--- config.mk ---
export PLATFORM = sky130hd
export DESIGN_NAME = mem_arbiter_flat
export DESIGN_NICKNAME = d
export VERILOG_FILES = /design/src/rtl/mem_arbiter_if.sv /design/src/rtl/mem_arbiter.sv /design/src/flat_wrapper.sv
export SDC_FILE = /design/constraint.sdc
export NUM_CORES = 1
export LEC_CHECK = 0
export ABC_AREA = 1
export BUFFER_PORTS_ARGS = -buffer_cell sky130_fd_sc_hd__buf_4
export CAP_MARGIN = 25
export CORE_AREA = 2 2 118 120
export CTS_CLUSTER_SIZE = 28
export DETAILED_ROUTE_END_ITERATION = 6
export DIE_AREA = 0 0 120 122
export GPL_TIMING_DRIVEN = 0
export SETUP_SLACK_MARGIN = 0.1
export SYNTH_ARGS = -nofsm -noshare
export SYNTH_HDL_FRONTEND = slang
export SYNTH_SLANG_ARGS = --single-unit
export TNS_END_PERCENT = 20
--- constraint.sdc ---
create_clock -name clk -period 1.1 [get_ports clk]
set_input_delay 0.055 -clock clk [delete_from_list [all_inputs] [get_ports clk]]
set_output_delay 0.055 -clock clk [all_outputs]
set_load 0.005 [all_outputs]
--- src/rtl/mem_arbiter_if.sv ---
// Bus bundle between two requesting masters, the arbiter and a single-port memory.
// The slave modport is the arbiter's view; master is the environment's view.
interface mem_arbiter_if #(
    parameter int AW = 32,
    parameter int DW = 32
);
    logic          m0_req;
    logic          m0_we;
    logic          m0_lock;
    logic [AW-1:0] m0_adr;
    logic [DW-1:0] m0_wd;
    logic          m0_ack;
    logic [DW-1:0] m0_rd;

    logic          m1_req;
    logic          m1_we;
    logic          m1_lock;
    logic [AW-1:0] m1_adr;
    logic [DW-1:0] m1_wd;
    logic          m1_ack;
    logic [DW-1:0] m1_rd;

    logic          mem_we;
    logic [AW-1:0] mem_adr;
    logic [DW-1:0] mem_wd;
    logic [DW-1:0] mem_rd;
    logic [1:0]    owner;

    modport slave (
        input  m0_req, m0_we, m0_lock, m0_adr, m0_wd,
        output m0_ack, m0_rd,
        input  m1_req, m1_we, m1_lock, m1_adr, m1_wd,
        output m1_ack, m1_rd,
        output mem_we, mem_adr, mem_wd, owner,
        input  mem_rd
    );

    modport master (
        output m0_req, m0_we, m0_lock, m0_adr, m0_wd,
        input  m0_ack, m0_rd,
        output m1_req, m1_we, m1_lock, m1_adr, m1_wd,
        input  m1_ack, m1_rd,
        input  mem_we, mem_adr, mem_wd, owner,
        output mem_rd
    );
endinterface

--- src/rtl/mem_arbiter.sv ---
// Two-master memory arbiter: one IDLE arbitration cycle plus one SERVE access
// cycle per transfer, round-robin on ties, lock bursts capped at MAX_BURST.
module mem_arbiter #(
    parameter int AW        = 32,
    parameter int DW        = 32,
    parameter int MAX_BURST = 4
) (
    input  logic         clk,
    input  logic         reset,
    mem_arbiter_if.slave bus
);
    localparam int BW = $clog2(MAX_BURST + 1);

    typedef enum logic {IDLE, SERVE} state_t;

    state_t        state;
    logic [1:0]    owner_q;
    logic [BW-1:0] burst_cnt;
    logic          lock_active;
    logic          last_m1;

    logic [1:0]    rr_grant;
    logic          locked_req;
    logic          owner_lock;
    logic          serve;
    logic          sel_we;
    logic [AW-1:0] sel_adr;
    logic [DW-1:0] sel_wd;

    assign serve      = (state == SERVE);
    assign locked_req = last_m1 ? bus.m1_req : bus.m0_req;
    assign owner_lock = (owner_q[0] & bus.m0_lock) | (owner_q[1] & bus.m1_lock);

    // On a tie the master that was not served last wins.
    always_comb begin
        rr_grant = 2'b00;
        if (bus.m0_req && bus.m1_req)
            rr_grant = last_m1 ? 2'b01 : 2'b10;
        else if (bus.m0_req)
            rr_grant = 2'b01;
        else if (bus.m1_req)
            rr_grant = 2'b10;
    end

    always_ff @(posedge clk) begin
        if (reset) begin
            state       <= IDLE;
            owner_q     <= 2'b00;
            burst_cnt   <= '0;
            lock_active <= 1'b0;
            last_m1     <= 1'b1;
        end else begin
            case (state)
                IDLE: begin
                    if (lock_active && locked_req) begin
                        owner_q <= last_m1 ? 2'b10 : 2'b01;
                        state   <= SERVE;
                    end else begin
                        // Lock (if any) is forfeited once the holder skips this slot.
                        lock_active <= 1'b0;
                        burst_cnt   <= '0;
                        if (rr_grant != 2'b00) begin
                            owner_q <= rr_grant;
                            state   <= SERVE;
                        end
                    end
                end
                SERVE: begin
                    state   <= IDLE;
                    owner_q <= 2'b00;
                    last_m1 <= owner_q[1];
                    if (owner_lock && (int'(burst_cnt) < MAX_BURST - 1)) begin
                        lock_active <= 1'b1;
                        burst_cnt   <= burst_cnt + 1'b1;
                    end else begin
                        lock_active <= 1'b0;
                        burst_cnt   <= '0;
                    end
                end
                default: state <= IDLE;
            endcase
        end
    end

    // Memory port follows the owner's live request fields during SERVE only.
    always_comb begin
        sel_we    = 1'b0;
        sel_adr   = '0;
        sel_wd    = '0;
        bus.m0_rd = '0;
        bus.m1_rd = '0;
        if (serve && owner_q[0]) begin
            sel_we    = bus.m0_we;
            sel_adr   = bus.m0_adr;
            sel_wd    = bus.m0_wd;
            bus.m0_rd = bus.mem_rd;
        end else if (serve && owner_q[1]) begin
            sel_we    = bus.m1_we;
            sel_adr   = bus.m1_adr;
            sel_wd    = bus.m1_wd;
            bus.m1_rd = bus.mem_rd;
        end
    end

    assign bus.mem_we  = sel_we;
    assign bus.mem_adr = sel_adr;
    assign bus.mem_wd  = sel_wd;
    assign bus.owner   = owner_q;
    assign bus.m0_ack  = serve & owner_q[0];
    assign bus.m1_ack  = serve & owner_q[1];
endmodule

--- src/flat_wrapper.sv ---
// flat-port wrapper written by rule: the top's interface ports become plain ports
module mem_arbiter_flat 
#(
    parameter int AW        = 32,
    parameter int DW        = 32,
    parameter int MAX_BURST = 4
)
  (clk, reset, bus_m0_req, bus_m0_we, bus_m0_lock, bus_m0_adr, bus_m0_wd, bus_m0_ack, bus_m0_rd, bus_m1_req, bus_m1_we, bus_m1_lock, bus_m1_adr, bus_m1_wd, bus_m1_ack, bus_m1_rd, bus_mem_we, bus_mem_adr, bus_mem_wd, bus_owner, bus_mem_rd);
  mem_arbiter_if #(.AW(AW), .DW(DW)) bus_i ();
  input  logic clk;
  input  logic reset;
  input wire logic [$bits(bus_i.m0_req)-1:0] bus_m0_req;
  input wire logic [$bits(bus_i.m0_we)-1:0] bus_m0_we;
  input wire logic [$bits(bus_i.m0_lock)-1:0] bus_m0_lock;
  input wire logic [$bits(bus_i.m0_adr)-1:0] bus_m0_adr;
  input wire logic [$bits(bus_i.m0_wd)-1:0] bus_m0_wd;
  output wire logic [$bits(bus_i.m0_ack)-1:0] bus_m0_ack;
  output wire logic [$bits(bus_i.m0_rd)-1:0] bus_m0_rd;
  input wire logic [$bits(bus_i.m1_req)-1:0] bus_m1_req;
  input wire logic [$bits(bus_i.m1_we)-1:0] bus_m1_we;
  input wire logic [$bits(bus_i.m1_lock)-1:0] bus_m1_lock;
  input wire logic [$bits(bus_i.m1_adr)-1:0] bus_m1_adr;
  input wire logic [$bits(bus_i.m1_wd)-1:0] bus_m1_wd;
  output wire logic [$bits(bus_i.m1_ack)-1:0] bus_m1_ack;
  output wire logic [$bits(bus_i.m1_rd)-1:0] bus_m1_rd;
  output wire logic [$bits(bus_i.mem_we)-1:0] bus_mem_we;
  output wire logic [$bits(bus_i.mem_adr)-1:0] bus_mem_adr;
  output wire logic [$bits(bus_i.mem_wd)-1:0] bus_mem_wd;
  output wire logic [$bits(bus_i.owner)-1:0] bus_owner;
  input wire logic [$bits(bus_i.mem_rd)-1:0] bus_mem_rd;
  assign bus_i.m0_req = bus_m0_req;
  assign bus_i.m0_we = bus_m0_we;
  assign bus_i.m0_lock = bus_m0_lock;
  assign bus_i.m0_adr = bus_m0_adr;
  assign bus_i.m0_wd = bus_m0_wd;
  assign bus_m0_ack = bus_i.m0_ack;
  assign bus_m0_rd = bus_i.m0_rd;
  assign bus_i.m1_req = bus_m1_req;
  assign bus_i.m1_we = bus_m1_we;
  assign bus_i.m1_lock = bus_m1_lock;
  assign bus_i.m1_adr = bus_m1_adr;
  assign bus_i.m1_wd = bus_m1_wd;
  assign bus_m1_ack = bus_i.m1_ack;
  assign bus_m1_rd = bus_i.m1_rd;
  assign bus_mem_we = bus_i.mem_we;
  assign bus_mem_adr = bus_i.mem_adr;
  assign bus_mem_wd = bus_i.mem_wd;
  assign bus_owner = bus_i.owner;
  assign bus_i.mem_rd = bus_mem_rd;
  mem_arbiter #(.AW(AW), .DW(DW), .MAX_BURST(MAX_BURST)) u_core (.clk(clk), .reset(reset), .bus(bus_i));
endmodule
==> results of run 1 <==
-- metal layers --
layer | GRT usage, % | vias to the layer above | wire [um]
met5 | 0 | - | 0
met4 | 1.544 | 0 | 57
met3 | 2.481 | 9 | 692
met2 | 23.51 | 115 | 5884
met1 | 16.92 | 1537 | 4633
li1 | - | 1797 | -
-- metrics by stage --
step / total power, mW / setup slack [ps]
floorplan: 0.6710 / 107.0
global placement: 1.431 / -252.2
detailed placement: 1.436 / -244.3
CTS: 2.134 / -316.5
global route: 2.318 / -378.8
finish: 2.177 / -329.3
-- logic make-up (layout without fill, tap and decap cells) --
group / after synthesis / in the layout / synth area share, %
flip-flops: 8 / 8 / 8.920
buffers and inverters: 72 / 385 / 20.84
adder cells (fa/ha/maj): 1 / 1 / 0.6968
AND/OR/NAND/NOR: 288 / 288 / 67.04
AO/OA/AOI/OAI: 9 / 9 / 2.508
-- cell usage after synthesis --
library cell  instances
nand4_1               7
o21ai_0               1
nand2_2               1
nor2_1               65
buf_4                 2
inv_1                41
inv_2                 2
buf_6                10
buf_2                15
inv_4                 1
a21oi_1               7
nand2_4               2
nand2_1             143
o21ai_1               1
ha_1                  1
dfxtp_1               8
clkbuf_1              1
nand3_1              70
-- flip-flops by register name (all words and copies together) (netlist names) --
register and count:
u_core.last_m1 1, u_core.serve 1, u_core.burst_cnt 3, u_core.bus.owner 2, u_core.lock_active 1
-- worst max-delay path by stage --
stage,from,endpoint
final,u_core.serve$_SDFF_PP0_,bus_mem_wd[20]
after global routing,u_core.bus.owner[0]$_SDFFE_PP0P_,bus_mem_adr[22]
after global placement,u_core.bus.owner[0]$_SDFFE_PP0P_,bus_mem_wd[5]
after detailed placement,u_core.bus.owner[0]$_SDFFE_PP0P_,bus_mem_wd[29]
after CTS,u_core.serve$_SDFF_PP0_,bus_mem_wd[20]
after floorplan,u_core.serve$_SDFF_PP0_,bus_mem_adr[22]
-- cell type report --
| type | count | share of cell area (%) |
|---|---|---|
| Tap cell | 180 | 4.674 |
| Buffer | 28 | 6.492 |
| Multi-Input combinational cell | 298 | 29.34 |
| Clock buffer | 3 | 1.558 |
| Timing Repair Buffer | 310 | 50.51 |
| Inverter | 44 | 3.895 |
| Sequential cell | 8 | 3.532 |
-- layout by cell type (no fill, tap or decap), drive strengths merged, types with 2 or more instances in the layout --
master and n:
nand2 146, inv 43, a21oi 7, buf 334, o21ai 2, nand4 7, dfxtp 8, nand3 70
nor2 65, clkbuf 6
-- report_power, final --
part           switching [mW]  internal [mW]  leakage, nW  total (mW)
Clock                   0.139          0.468       0.0370       0.607
Combinational           0.509          0.733         2.77        1.24
Sequential             0.0210          0.307       0.0667       0.328
Total                   0.669           1.51         2.87        2.18
-- what timing repair did --
action                                  4_1_cts  5_1_grt
buffers inserted                              3        1
pin swaps                                     1        4
cloned                                        4        2
gates resized for setup                      48       44
hold endpoints to repair                      0        0
endpoints found under the setup margin      132      138
==> out/results.txt, run 1 <==
Vias in the first global route - 2986
Hold Path Origin - reset
Placed insts - 858
Via density - 3.970
Syn nets - 547
Setup TNS Final - -29120 ps
GR Util All Layers - 13.17%
VDD IR-drop max - 942.0 uV
Initial DRC Count - 143
Htree depth - 1
Top cells by area, synth - nand2_1 (30%), nand3_1 (20%), nor2_1 (14%), dfxtp_1 (8.9%), inv_1 (8.6%)
Max Cap Viol - 0
Num CTS Buffers - 3
Least-Margin Pin Slew - 248.5 ps
Clock Sinks - 8
Sequential cell area - 170.2 um^2
Flops & latches, synth - 8
Fin. Hold Viols - 0
Ys Warns - 0
Hold path endpoint - u_core.burst_cnt[0]$_SDFFE_PP0P_
Setup violations, final - 129
# DRC - 0
Period utilisation layout - 129.9%
Pwr dens - 451.8 nW/um^2
Syn Std Cell Area - 1795 um^2
Worst Path Required - 1040 ps
Hold WS - 52.57 ps
CP peak stage delay - 300 ps
Clock latency on the worst-skew pair - 230 ps
WP buf/inv - 5
Final min period - 1429 ps
Ports - 301
Die H - 122 um
Reg-to-Reg End - u_core.burst_cnt[1]$_SDFFE_PP0P_
Placed Area - 4273 um^2
Yosys top cell area share - 29.90%
Setup ws final - -329.3 ps
Routed vias - 3458
Final Instance Count excl. Fillers - 871
Worst clock skew - 1.474 ps
Initial antenna violation count - 0
Hold_buf cts - 0
Cell Chain, Critical Path - buf_6, nand2_4, inv_6, buf_12, buf_8, nand2_1, nand2_1, buf_4
ANT nets after route - 0
Highest clock rate - 699.6 MHz
Post-DP HPWL - 8.847 mm
Crit path top cell by count - nand2_1
Hold Crit Depth - 2
CP endpoint kind - output port
Wire per inst - 12.93 um
Slew Viols, Final - 0
Reg2reg path depth - 5
Port bufs - 300
Routability cong. - 0.8308
Total die area - 14640 um^2
R2r startpoint - u_core.serve$_SDFF_PP0_
Largest net degree at the start of global routing - 11
Crit start category - flop
Syn_area_per_cell - 4.750 um^2
Die W - 120 um
DRT Wirelength - 11.27 mm
Slowest-stage cell, CP - dfxtp_2
Worst-case clock buffer depth - 2
Layout cell share with drive strength beyond 1 - 55.43%
Failing checks - setup timing
Initial core utilization - 13.30%
Relative slew slack - 83.44%
Synth unique cells - 18
Reg clk slew, reported paths - 40 ps
Remaining global-route overflow - 0
Core Area - 13500 um^2
Multi-input logic area - 1414 um^2
Clk root buf - clkbuf_16
FP Rows - 43
Type of the worst setup path - flop to output port
CP top delay family - buffers and inverters
Area growth, synth to finish - 168.4%
Design area - 4818 um^2
Fillers - 1509
Syn Inst Count - 378
First-pass GRT wire length - 15.58 mm
Synth area leader - nand2_1
Sequential share of the synthesized area - 8.920%
DRT Pass-1 Iters - 4
Antenna Cells - 0
Leak - 2.873 nW
CTS tree - yes
Class of the worst hold path - input port to flop
Status - complete, but fails checks
R2R Setup Slk - 130 ps
Worst path depth - 8
Crit path max fanout - 10
Arr. time, crit path - 1370 ps
Unrepaired setup endpoints after global routing - true
Layout net count - 862
Fin util - 35.68%
(Power assumes the default switching activity.)
==> run 2: changes to the inputs <==
ABC_AREA = unset   (was 1)
CORE_AREA = 2 2 117 119   (was 2 2 118 120)
DIE_AREA = 0 0 119 121   (was 0 0 120 122)
GPL_TIMING_DRIVEN = unset   (was 0)
==> out/results.txt, run 2 <==
Asr flop ratio synth - 0%
Dpl ws - -403.5 ps
First-pass GRT wire length - 17.60 mm
Layout cell share with drive strength beyond 1 - 75.75%
Routability cong. - 0.8937
Remaining global-route overflow - 0
Fillers - 1323
Post-synth EDFFs - 0
Clock Sinks - 8
Highest clock rate - 630.1 MHz
Top cells by area, synth - a22o_1 (39%), and2_1 (14%), and3_1 (13%), dfxtp_1 (11%), buf_6 (3.8%)
Area growth, synth to finish - 223.4%
Failing checks - setup timing
Crit path max fanout - 4
Fin util - 36.96%
Initial DRC Count - 179
Leak - 2.591 nW
VDD IR-drop max - 1279 uV
Period utilisation layout - 144.3%
Sw Share - 26.98%
Post-DP HPWL - 9.813 mm
Core Area - 13090 um^2
Setup violations, final - 134
Initial antenna violation count - 0
ANT nets after route - 0
Pwr dens - 456.3 nW/um^2
P_sw - 0.5953 mW
Commonest non-fill, non-tap cell in the layout - buf_4
Synth area leader - a22o_1
CTS tree - yes
Ys Warns - 0
Ports - 301
# DRC - 0
Slew Viols, Final - 0
Initial core utilization - 11.43%
Class of the worst hold path - input port to flop
Reg clk slew, reported paths - 30 ps
Clk root buf - clkbuf_16
Syn Inst Count - 188
DRT Wirelength - 13.23 mm
Status - complete, but fails checks
Flops & latches, synth - 8
Crit start category - flop
Multi-input logic area - 1346 um^2
CP endpoint kind - output port
Syn_area_per_cell - 7.953 um^2
Comb pwr share - 58.7%
GR Util All Layers - 15.99%
Syn Std Cell Area - 1495 um^2
Port bufs - 300
Type of the worst setup path - flop to output port
Most used DFF post-synth - dfxtp_1
Max reg flops - 3
Total die area - 14400 um^2
Synth unique cells - 30
Reg power frac - 14.4%
Hold_buf cts - 0
Placed Area - 3955 um^2
Die H - 121 um
Antenna Cells - 0
Worst-case clock buffer depth - 2
Die W - 119 um
Reg with most FFs - u_core.burst_cnt
Final min period - 1587 ps
Largest net degree at the start of global routing - 34
Int Pwr - 1.611 mW
DRT Pass-1 Iters - 4
Layout net count - 670
Design area - 4836 um^2
Clock latency on the worst-skew pair - 230 ps
FP Rows - 42
Via density - 4.332
Fin. Hold Viols - 0
Clock network fraction of total power - 26.9%
Routed vias - 2924
Arr. time, crit path - 1530 ps
Most instantiated cells after synthesis - a22o_1 (67), and2_1 (33), and3_1 (32), clkbuf_1 (9), dfxtp_1 (8)
Sequential share of the synthesized area - 10.71%
Commonest cells after routing, fill and taps aside - buf_4 (256), a22o_1 (57), buf_6 (57)
Wire per inst - 19.59 um
Htree depth - 1
Most numerous cell in the Yosys netlist - a22o_1
Setup ws final - -487.0 ps
Vias in the first global route - 2929
Max Cap Viol - 0
Sequential cell area - 163.9 um^2
Unrepaired setup endpoints after global routing - true
Worst clock skew - 0.6827 ps
Least-Margin Pin Slew - 239.0 ps
Yosys top cell area share - 39.25%
Worst Path Required - 1040 ps
Syn nets - 357
Num CTS Buffers - 3
Relative slew slack - 83.61%
==> run 2: worst max-delay path, stage by stage (launching register included) <==
cell	delay, ps
dfxtp_2	310
buf_6	110
and2_4	180
buf_12	150
clkbuf_16	150
a22o_4	260
buf_6	130
==> run 2: worst paths after layout <==
check                                    from                                to  slack (ps)  cells after the start
max                   u_core.serve$_SDFF_PP0_                    bus_mem_adr[9]        -490                      6
min                                bus_m0_req           u_core.serve$_SDFF_PP0_          80                      2
max reg2reg           u_core.serve$_SDFF_PP0_  u_core.burst_cnt[0]$_SDFFE_PP0P_         -90                      5
min reg2reg  u_core.burst_cnt[2]$_SDFFE_PP0P_  u_core.burst_cnt[2]$_SDFFE_PP0P_         490                      1
==> run 2: power by group through the flow <==
stage,Clock [mW],Sequential [mW],Combinational (mW)
2_1_floorplan,0,0.325,0.265
3_3_place_gp,0,0.320,1.06
3_5_place_dp,0,0.320,1.06
4_1_cts,0.606,0.316,1.25
5_1_grt,0.625,0.319,1.37
6_report,0.594,0.317,1.30
==> run 2: timing repair <==
item,4_1_cts,5_1_grt
setup endpoints to repair,140,140
cloned,8,4
endpoints found under the hold margin,0,0
pin swaps,12,53
gates resized for setup,70,45
setup buffers,7,1
==> run 2: cell families after synthesis <==
logic type / after synthesis / synth area share (%)
AO/OA/AOI/OAI: 74 / 43.01
XOR/XNOR: 1 / 0.5859
adder cells (fa/ha/maj): 1 / 0.8367
buffers and inverters: 26 / 10.79
flip-flops: 8 / 10.71
multiplexers: 2 / 1.423
AND/OR/NAND/NOR: 76 / 32.64
==> run 2: layout make-up <==
type	instances	area share (%)
sequential	8	3.389
clock buffer	3	1.552
inverter	1	0.07762
tap	176	4.554
multi-input combinational	154	27.84
timing repair buffer	333	62.59
==> run 2: layer usage <==
metal  up-vias  wire (um)  GRT usage (%)
li1       1359          -              -
met1      1362       5207          19.38
met2       191       6589          28.41
met3        12       1239          4.605
met4         0        189          2.679
met5         -          0              0
==> run 2: stage by stage <==
stage	std cells	hold slack [ps]	power [mW]	TNS (ps)
3_3_place_gp	653	273.4	1.376	-18870
3_5_place_dp	653	276.4	1.376	-18650
5_1_grt	675	87.21	2.315	-53810
4_1_cts	671	56.09	2.169	-49320
6_report	675	78.47	2.206	-46600
2_1_floorplan	188	126.6	0.5895	-4480
==> run 3: changes to the inputs <==
ABC_AREA = 1   (was unset)
BUFFER_PORTS_ARGS = -buffer_cell sky130_fd_sc_hd__clkbuf_2   (was -buffer_cell sky130_fd_sc_hd__buf_4)
CORE_AREA = 2 2 118 120   (was 2 2 117 119)
DIE_AREA = 0 0 120 122   (was 0 0 119 121)
PLACE_DENSITY = 0.43   (was unset)
==> out/results.txt, run 3 (same netlist as run 1, synthesis figures left out) <==
Status - complete, but fails checks
Failing checks - setup timing
Reg2reg path depth - 5
Worst-case clock buffer depth - 2
Num CTS Buffers - 3
Fillers - 1553
Hold Crit Depth - 2
First-pass GRT wire length - 13.93 mm
Via density - 3.855
DRT Pass-1 Iters - 4
# DRC - 0
Reg clk slew, reported paths - 40 ps
Arr. time, crit path - 1240 ps
Setup ws final - -191.5 ps
Dpl ws - -111.4 ps
GR Util All Layers - 11.69%
Crit start category - flop
Reg with most FFs - u_core.burst_cnt
Crit path max fanout - 32
Hold_buf cts - 0
Placed Area - 3508 um^2
Sequential cell area - 172.7 um^2
Type of the worst setup path - flop to output port
Area growth, synth to finish - 116.3%
Die H - 122 um
Initial antenna violation count - 0
Total die area - 14640 um^2
Slew Viols, Final - 0
Routed vias - 3288
Unrepaired setup endpoints after global routing - true
Core Area - 13500 um^2
Worst Path Required - 1040 ps
CP endpoint kind - output port
Relative slew slack - 86.62%
Class of the worst hold path - input port to flop
Multi-input logic area - 1341 um^2
Ports - 301
Layout net count - 844
Htree depth - 1
DRT Wirelength - 10.27 mm
Setup TNS Final - -17660 ps
Vias in the first global route - 2697
Period utilisation layout - 117.4%
Clock Sinks - 8
Clk root buf - clkbuf_16
Highest clock rate - 774.3 MHz
CTS tree - yes
Final min period - 1292 ps
Die W - 120 um
Wire per inst - 12.03 um
Post-DP HPWL - 7.728 mm
Largest net degree at the start of global routing - 33
Layout cell share with drive strength beyond 1 - 53.64%
VDD IR-drop max - 632.4 uV
Initial core utilization - 13.30%
Fin. Hold Viols - 0
Clock latency on the worst-skew pair - 230 ps
Design area - 3884 um^2
Worst clock skew - 0.3571 ps
Max Cap Viol - 0
Setup violations, final - 131
Pwr dens - 492.3 nW/um^2
Least-Margin Pin Slew - 200.4 ps
FP Rows - 43
Max reg flops - 3
ANT nets after route - 0
Initial DRC Count - 104
Commonest non-fill, non-tap cell in the layout - clkbuf_2
Routability cong. - 0.7575
Antenna Cells - 0
Remaining global-route overflow - 0
Commonest cells after routing, fill and taps aside - clkbuf_2 (299), nand2_1 (140), nand3_1 (66)
Port bufs - 300
Leak - 2.597 nW
run 3: worst paths after layout:
path | from | endpoint | slack [ps]
setup / recovery | u_core.serve$_SDFF_PP0_ | bus_m1_rd[5] | -190
hold / removal | reset | u_core.lock_active$_SDFFE_PP0P_ | 80
setup reg to reg | u_core.bus.owner[0]$_SDFFE_PP0P_ | u_core.burst_cnt[2]$_SDFFE_PP0P_ | 150
hold reg to reg | u_core.burst_cnt[2]$_SDFFE_PP0P_ | u_core.burst_cnt[2]$_SDFFE_PP0P_ | 510
run 3: repair_timing:
action,4_1_cts,5_1_grt
gates resized for setup,24,32
endpoints found under the setup margin,138,137
buffers inserted,0,0
cloned,4,2
pin swaps,0,6
run 3: final cells by class:
class / instances / share of cell area, %
Inverter: 44 / 5.026
Clock buffer: 3 / 1.933
Multi-Input combinational cell: 298 / 34.54
Timing Repair Buffer: 320 / 48.26
Sequential cell: 8 / 4.446
Tap cell: 180 / 5.799
run 3: critical path, stage by stage (launching register included):
cell      delay, ps
dfxtp_4         360
nand2_4         100
clkinv_8         90
nand2_4          70
buf_12          190
nor2_1           60
clkbuf_2        110
run 3: power breakdown:
| group | total, mW | switching, mW | internal, mW |
|---|---|---|---|
| clock network | 0.611 | 0.142 | 0.469 |
| logic | 0.971 | 0.476 | 0.495 |
| registers | 0.330 | 0.0238 | 0.306 |
run 3: metal layers:
metal	track usage (%)	part of all wire, %	vias to the layer above
met5	0	0	-
met4	1.176	0.37	0
met3	1.639	6.0	5
met2	21.91	52	123
met1	14.60	41	1407
li1	-	-	1753
run 3: stage by stage:
stage	total power, mW	utilization (%)	std cells	hold WS (ps)
5_1_grt	2.052	28.76	853	90.62
3_3_place_gp	1.212	25.98	844	326.9
6_report	1.912	28.76	853	75.89
3_5_place_dp	1.198	25.98	844	323.9
2_1_floorplan	0.6710	-	378	124.1
4_1_cts	1.906	27.74	851	78.87
